==> src/rtl/uart_rx_ctrl_if.sv <==
// Control-to-datapath bundle for the UART receiver: raw rx pin in, strobes and status out.
// master = uart_rx_ctrl, slave = the pin/datapath side.
interface uart_rx_ctrl_if #(
    parameter int DATA_WIDTH = 8
);
    logic                          rx;
    logic                          clear_data;
    logic                          shift_en;
    logic                          data_bit;
    logic [$clog2(DATA_WIDTH)-1:0] bit_count;
    logic                          rx_valid;
    logic                          frame_err;
    logic                          parity_err;
    logic                          busy;

    modport master (
        input  rx,
        output clear_data, shift_en, data_bit, bit_count,
        output rx_valid, frame_err, parity_err, busy
    );

    modport slave (
        output rx,
        input  clear_data, shift_en, data_bit, bit_count,
        input  rx_valid, frame_err, parity_err, busy
    );
endinterface

==> src/rtl/uart_rx_ctrl.sv <==
// UART receive control FSM: synchronizes rx, times mid-bit samples and strobes the datapath.
// Define UART_RX_PARITY_EN to add a parity bit between the data bits and the stop bit.
module uart_rx_ctrl #(
    parameter int CLK_FREQ   = 100_000_000,
    parameter int BAUD_RATE  = 115200,
    parameter int DATA_WIDTH = 8,
    parameter int OVERSAMPLE = 16,
    parameter int PARITY_ODD = 0
) (
    input logic           clock,
    input logic           reset,
    uart_rx_ctrl_if.master ifc
);
    localparam int CPS_RAW = CLK_FREQ / (BAUD_RATE * OVERSAMPLE);
    localparam int CPS     = (CPS_RAW < 1) ? 1 : CPS_RAW;
    localparam int CW      = (CPS > 1) ? $clog2(CPS) : 1;
    localparam int SW      = $clog2(OVERSAMPLE);
    localparam int BW      = $clog2(DATA_WIDTH);

    localparam logic [CW-1:0] CLK_LAST  = CW'(CPS - 1);
    localparam logic [SW-1:0] HALF_LAST = SW'(OVERSAMPLE / 2 - 1);
    localparam logic [SW-1:0] FULL_LAST = SW'(OVERSAMPLE - 1);
    localparam logic [BW-1:0] BIT_LAST  = BW'(DATA_WIDTH - 1);
    localparam logic          PAR_SEED  = (PARITY_ODD != 0);

    typedef enum logic [2:0] {IDLE, START, DATA, PARITY, STOP} state_t;

    state_t         r_state;
    logic           r_sync1, r_sync2, r_rxPrev;
    logic [CW-1:0]  r_clkCount;
    logic [SW-1:0]  r_sampleCount;
    logic [BW-1:0]  r_bitCount;
    logic           r_clearData, r_shiftEn, r_dataBit, r_rxValid, r_frameErr;
    logic           w_rxS, w_tick;

    assign w_rxS  = r_sync2;
    assign w_tick = (r_clkCount == CLK_LAST);

    // Two-flop synchronizer plus one delayed copy for falling-edge detection; idle line is high.
    always_ff @(posedge clock or negedge reset) begin
        if (!reset) begin
            r_sync1  <= 1'b1;
            r_sync2  <= 1'b1;
            r_rxPrev <= 1'b1;
        end else begin
            r_sync1  <= ifc.rx;
            r_sync2  <= r_sync1;
            r_rxPrev <= r_sync2;
        end
    end

`ifdef UART_RX_PARITY_EN
    logic r_parity, r_parityBad, r_parityErr;
`endif

    always_ff @(posedge clock or negedge reset) begin
        if (!reset) begin
            r_state       <= IDLE;
            r_clkCount    <= '0;
            r_sampleCount <= '0;
            r_bitCount    <= '0;
            r_clearData   <= 1'b0;
            r_shiftEn     <= 1'b0;
            r_dataBit     <= 1'b0;
            r_rxValid     <= 1'b0;
            r_frameErr    <= 1'b0;
`ifdef UART_RX_PARITY_EN
            r_parity      <= 1'b0;
            r_parityBad   <= 1'b0;
            r_parityErr   <= 1'b0;
`endif
        end else begin
            r_clearData <= 1'b0;
            r_shiftEn   <= 1'b0;
            r_rxValid   <= 1'b0;
            r_frameErr  <= 1'b0;
`ifdef UART_RX_PARITY_EN
            r_parityErr <= 1'b0;
`endif
            r_clkCount  <= w_tick ? '0 : r_clkCount + 1'b1;

            case (r_state)
                IDLE: begin
                    if (!w_rxS && r_rxPrev) begin
                        r_state       <= START;
                        r_clkCount    <= '0;
                        r_sampleCount <= '0;
                    end
                end

                // Re-check the line half a bit in so short glitches are rejected.
                START: begin
                    if (w_tick) begin
                        if (r_sampleCount == HALF_LAST) begin
                            r_sampleCount <= '0;
                            if (w_rxS) begin
                                r_state <= IDLE;
                            end else begin
                                r_clearData <= 1'b1;
                                r_bitCount  <= '0;
                                r_state     <= DATA;
`ifdef UART_RX_PARITY_EN
                                r_parity    <= PAR_SEED;
`endif
                            end
                        end else begin
                            r_sampleCount <= r_sampleCount + 1'b1;
                        end
                    end
                end

                DATA: begin
                    if (w_tick) begin
                        if (r_sampleCount == FULL_LAST) begin
                            r_sampleCount <= '0;
                            r_shiftEn     <= 1'b1;
                            r_dataBit     <= w_rxS;
`ifdef UART_RX_PARITY_EN
                            r_parity      <= r_parity ^ w_rxS;
`endif
                            if (r_bitCount == BIT_LAST) begin
                                r_bitCount <= '0;
`ifdef UART_RX_PARITY_EN
                                r_state    <= PARITY;
`else
                                r_state    <= STOP;
`endif
                            end else begin
                                r_bitCount <= r_bitCount + 1'b1;
                            end
                        end else begin
                            r_sampleCount <= r_sampleCount + 1'b1;
                        end
                    end
                end

`ifdef UART_RX_PARITY_EN
                // r_parity was seeded with the odd/even choice, so it equals the expected parity bit.
                PARITY: begin
                    if (w_tick) begin
                        if (r_sampleCount == FULL_LAST) begin
                            r_sampleCount <= '0;
                            r_parityBad   <= (w_rxS != r_parity);
                            r_state       <= STOP;
                        end else begin
                            r_sampleCount <= r_sampleCount + 1'b1;
                        end
                    end
                end
`endif

                STOP: begin
                    if (w_tick) begin
                        if (r_sampleCount == FULL_LAST) begin
                            r_sampleCount <= '0;
                            r_rxValid     <= w_rxS;
                            r_frameErr    <= !w_rxS;
`ifdef UART_RX_PARITY_EN
                            r_parityErr   <= r_parityBad;
`endif
                            r_state       <= IDLE;
                        end else begin
                            r_sampleCount <= r_sampleCount + 1'b1;
                        end
                    end
                end

                default: r_state <= IDLE;
            endcase
        end
    end

    assign ifc.clear_data = r_clearData;
    assign ifc.shift_en   = r_shiftEn;
    assign ifc.data_bit   = r_dataBit;
    assign ifc.bit_count  = r_bitCount;
    assign ifc.rx_valid   = r_rxValid;
    assign ifc.frame_err  = r_frameErr;
    assign ifc.busy       = (r_state != IDLE);
`ifdef UART_RX_PARITY_EN
    assign ifc.parity_err = r_parityErr;
`else
    assign ifc.parity_err = PAR_SEED & 1'b0;
`endif
endmodule

==> src/flat_wrapper.sv <==
// flat-port wrapper written by rule: the top's interface ports become plain ports
module uart_rx_ctrl_flat 
#(
    parameter int CLK_FREQ   = 100_000_000,
    parameter int BAUD_RATE  = 115200,
    parameter int DATA_WIDTH = 8,
    parameter int OVERSAMPLE = 16,
    parameter int PARITY_ODD = 0
)
  (clock, reset, ifc_rx, ifc_clear_data, ifc_shift_en, ifc_data_bit, ifc_bit_count, ifc_rx_valid, ifc_frame_err, ifc_parity_err, ifc_busy);
  uart_rx_ctrl_if #(.DATA_WIDTH(DATA_WIDTH)) ifc_i ();
  input logic clock;
  input logic reset;
  input wire logic [$bits(ifc_i.rx)-1:0] ifc_rx;
  output wire logic [$bits(ifc_i.clear_data)-1:0] ifc_clear_data;
  output wire logic [$bits(ifc_i.shift_en)-1:0] ifc_shift_en;
  output wire logic [$bits(ifc_i.data_bit)-1:0] ifc_data_bit;
  output wire logic [$bits(ifc_i.bit_count)-1:0] ifc_bit_count;
  output wire logic [$bits(ifc_i.rx_valid)-1:0] ifc_rx_valid;
  output wire logic [$bits(ifc_i.frame_err)-1:0] ifc_frame_err;
  output wire logic [$bits(ifc_i.parity_err)-1:0] ifc_parity_err;
  output wire logic [$bits(ifc_i.busy)-1:0] ifc_busy;
  assign ifc_i.rx = ifc_rx;
  assign ifc_clear_data = ifc_i.clear_data;
  assign ifc_shift_en = ifc_i.shift_en;
  assign ifc_data_bit = ifc_i.data_bit;
  assign ifc_bit_count = ifc_i.bit_count;
  assign ifc_rx_valid = ifc_i.rx_valid;
  assign ifc_frame_err = ifc_i.frame_err;
  assign ifc_parity_err = ifc_i.parity_err;
  assign ifc_busy = ifc_i.busy;
  uart_rx_ctrl #(.CLK_FREQ(CLK_FREQ), .BAUD_RATE(BAUD_RATE), .DATA_WIDTH(DATA_WIDTH), .OVERSAMPLE(OVERSAMPLE), .PARITY_ODD(PARITY_ODD)) u_core (.clock(clock), .reset(reset), .ifc(ifc_i));
endmodule
==> config.mk <==
export PLATFORM = sky130hd
export DESIGN_NAME = uart_rx_ctrl_flat
export DESIGN_NICKNAME = d
export VERILOG_FILES = /design/src/rtl/uart_rx_ctrl_if.sv /design/src/rtl/uart_rx_ctrl.sv /design/src/flat_wrapper.sv
export SDC_FILE = /design/constraint.sdc
export NUM_CORES = 1
export LEC_CHECK = 0
export ABC_CLOCK_PERIOD_IN_PS = 4900
export CAP_MARGIN = 20
export CORE_UTILIZATION = 60
export CTS_CLUSTER_SIZE = 8
export DETAILED_ROUTE_END_ITERATION = 6
export PLACE_DENSITY = 0.9
export SYNTH_ARGS = -nofsm -noshare
export SYNTH_HDL_FRONTEND = slang
export SYNTH_SLANG_ARGS = --single-unit
==> constraint.sdc <==
create_clock -name clock -period 4.9 [get_ports clock]
set_input_delay 0.98 -clock clock [delete_from_list [all_inputs] [get_ports clock]]
set_output_delay 0.98 -clock clock [all_outputs]
set_load 0.01 [all_outputs]
==> flow_summary.yaml <==
clock_network:
  numCtsBuffers: 3
  ctsHoldBuffers: 0
  cts_tree: "done"
  path_clk_slew_ns: 0.13
  clk_latency_ns: 0.32
  clk_path_buf_depth: 2
  ctsResizeCount: 0
  cts_root_buffer: "clkbuf_4"
  htreeDepth: 1
  clock-sinks: 24
  postCtsSetupBuffers: 0
layout:
  drive_above_1_share_pct: 14.5
  syn_to_final_growth_pct: 10.6
  diodes: 0
  nets: 147
  multiInputGateArea_sq_um: 663
  register_area_sq_um: 604
  n_fill_cell: 145
power:
  p_per_area_nw_per_um2: 344
  leakage_nw: 0.671
  ir_worst_vdd_uv: 314
grt:
  grt_pass1_wl_um: 4510
  antenna_found_initial: 0
  grt_pass1_vias: 1006
  overflow: 0
  gr-usage-all-layers_pct: 24.6
  grt_max_degree: 25
timing:
  timing.fmax_mhz: 363
  timing.hold.ws_ns: 0.367
  skew_ns: 0.00302
  max-slew-margin-rel_pct: 55.5
  period_share_pct: 56.2
  setup_tns_ns: 0
  worst_pin_slew_ns: 0.660
  rsz0062_at_grt: "no"
  hold_viol: 0
  period_minus_slack_ns: 2.75
  report.final.slew_viol_count: 0
  finalSetupViolCount: 0
synth:
  async_reset_ff_share_pct: 100
  synthXorXnorAreaFrac_pct: 3.25
  synth_top_family_by_area: "simple AND/OR/NAND/NOR gates"
  synth_seq_cells: 24
  synth-edff-count: 0
  synth_compound_area_share_pct: 14.4
  seq_area_frac_synth_pct: 44.9
  avgSynthCellArea_sq_um: 10.5
  synthMuxAreaShare_pct: 1.58
  synth_warnings: 0
  syn_area_sq_um: 1350
  synth_fa_ha_area_share_pct: 4.65
  syn_inst: 128
  synth_cell_type_count: 52
  synthFlopType: "dfrtp_1"
  synth-simple-area-share_pct: 25.1
  syn_nets: 136
critical_path:
  path_class: "reg -> out"
  crit_path_end_kind: "output port"
  cp.arrival_ns: 1.77
  cp-start-kind: "flop"
  cp_cell_sequence: "or3_1 -> clkdlybuf4s50_1"
  crit_fanout: 14
  slowest_stage: "dfrtp_1"
  crit_start: "u_core.r_state[1]"
  required_ns: 3.92
  critical_path.max_stage_delay_ns: 0.56
  reg2reg_from: "u_core.r_state[1]"
routing:
  dr.first_iter.drc_count: 69
  route.vias.total: 1048
  avgRoutedWirePerCell_um: 16.2
  drc: 0
  wirelength_um: 2670
  ant_nets: 0
  vias_per_cell: 6.35
  first_pass_iters: 4
outcome:
  status: "finished, final reports clean"
die:
  core_area_sq_um: 2040
  dieArea_sq_um: 2440
  io_pins: 13
  die_h_um: 49.4
  initial_core_util_pct: 65.9
  rows: 16
  die_x_um: 49.4
job:
  cap_viol_max_count: 0
placement:
  place.gp.congestion: 0.933
  io_buffers: 11
  hpwl_um: 1910
hold_path:
  hold_path_class: "reg -> reg"
  min_from: "u_core.r_sync1"
-- cells by family (layout without fill, tap and decap cells) --
group / after synthesis / after routing
AO/OA/AOI/OAI: 21 / 21
XOR/XNOR: 5 / 5
adder cells (fa/ha/maj): 5 / 5
buffers and inverters: 13 / 23
flip-flops: 24 / 24
multiplexers: 2 / 2
other: 1 / 1
AND/OR/NAND/NOR: 57 / 57
-- stage by stage --
stage / instance area, sq um / power (W) / std cells / setup WS (ns) / utilization, %
2_1_floorplan: 1350 / 0.000376 / 128 / 2.96 / -
3_3_place_gp: 1440 / 0.000397 / 160 / 2.57 / 70.4
3_5_place_dp: 1440 / 0.000409 / 160 / 2.54 / 70.4
4_1_cts: 1470 / 0.000513 / 164 / 2.17 / 72.2
5_1_grt: 1490 / 0.000542 / 165 / 2.11 / 72.9
6_report: 1490 / 0.000512 / 165 / 2.15 / 72.9
-- routing by layer --
layer  vias to the layer above  routed length (um)  GRT usage, %
li1                        481                   -             -
met1                       496                1160          30.8
met2                        61                1260          39.5
met3                        10                 175          4.98
met4                         0                  77          13.3
met5                         -                   0             0
-- cell usage in the layout, fill, tap and decap left out, types with 5 or more instances in the layout --
cell             count
dfrtp_1             21
nor2_1              16
nand2_1              9
inv_1                7
clkdlybuf4s50_1     11
nand3_1              9
ha_1                 5
-- final cells by class --
| type | instances | share of cell area, % |
|---|---|---|
| Inverter | 7 | 1.76 |
| Multi-Input combinational cell | 91 | 44.5 |
| Timing Repair Buffer | 12 | 8.40 |
| Tap cell | 27 | 2.27 |
| Clock buffer | 4 | 2.44 |
| Sequential cell | 24 | 40.6 |
-- synthesized netlist by cell type, drive strengths merged, types with 2 or more instances --
| master | count | area (sq um) |
|---|---|---|
| clkbuf | 2 | 17.5 |
| nand2 | 9 | 33.8 |
| ha | 5 | 62.6 |
| or3 | 2 | 12.5 |
| buf | 4 | 35.0 |
| nand3 | 9 | 45.0 |
| nor3 | 3 | 25.0 |
| a211oi | 2 | 20.0 |
| and3 | 3 | 18.8 |
| inv | 7 | 26.3 |
| xor2 | 2 | 17.5 |
| xnor2 | 3 | 26.3 |
| nand4 | 2 | 12.5 |
| and3b | 2 | 18.8 |
| o2bb2ai | 3 | 26.3 |
| nor2 | 16 | 60.1 |
| o211a | 2 | 27.5 |
| dfstp | 3 | 78.8 |
| dfrtp | 21 | 526 |
| nor2b | 2 | 20.0 |
| o21ai | 3 | 15.0 |
-- final timing paths --
kind | endpoint | slack [ns] | cells after the start
worst max-delay path | ifc_busy | 2.15 | 2
worst min-delay path | u_core.r_sync2 | 0.37 | 0
worst max register to register | u_core.r_sampleCount[1] | 3.01 | 4
worst min register to register | u_core.r_sync2 | 0.37 | 0
max in group asynchronous | u_core.r_sync2 | 3.30 | 2
min in group asynchronous | u_core.r_state[2] | 1.03 | 1
-- sequential cells by signal (all words and copies together), names as in the netlist --
register and cells:
u_core.r_state 3, u_core.r_clkCount 6, u_core.ifc.clear_data 1, u_core.ifc.frame_err 1, u_core.ifc.rx_valid 1, u_core.r_sync2 1, u_core.ifc.data_bit 1, u_core.r_rxPrev 1
u_core.r_sampleCount 4, u_core.ifc.bit_count 3, u_core.r_sync1 1, u_core.ifc.shift_en 1
-- critical path: cells and delay by family, from the launching register on --
kind          cells  cell delay, ns
simple gates      1            0.42
buf+inv           1            0.48
flops             1            0.56
-- power breakdown --
group | internal (W) | switching, W | total (W)
clock network | 0.0000455 | 0.0000589 | 0.000104
registers | 0.000234 | 0.0000456 | 0.000280
logic | 0.0000620 | 0.0000653 | 0.000127
(Power assumes the default switching activity.)
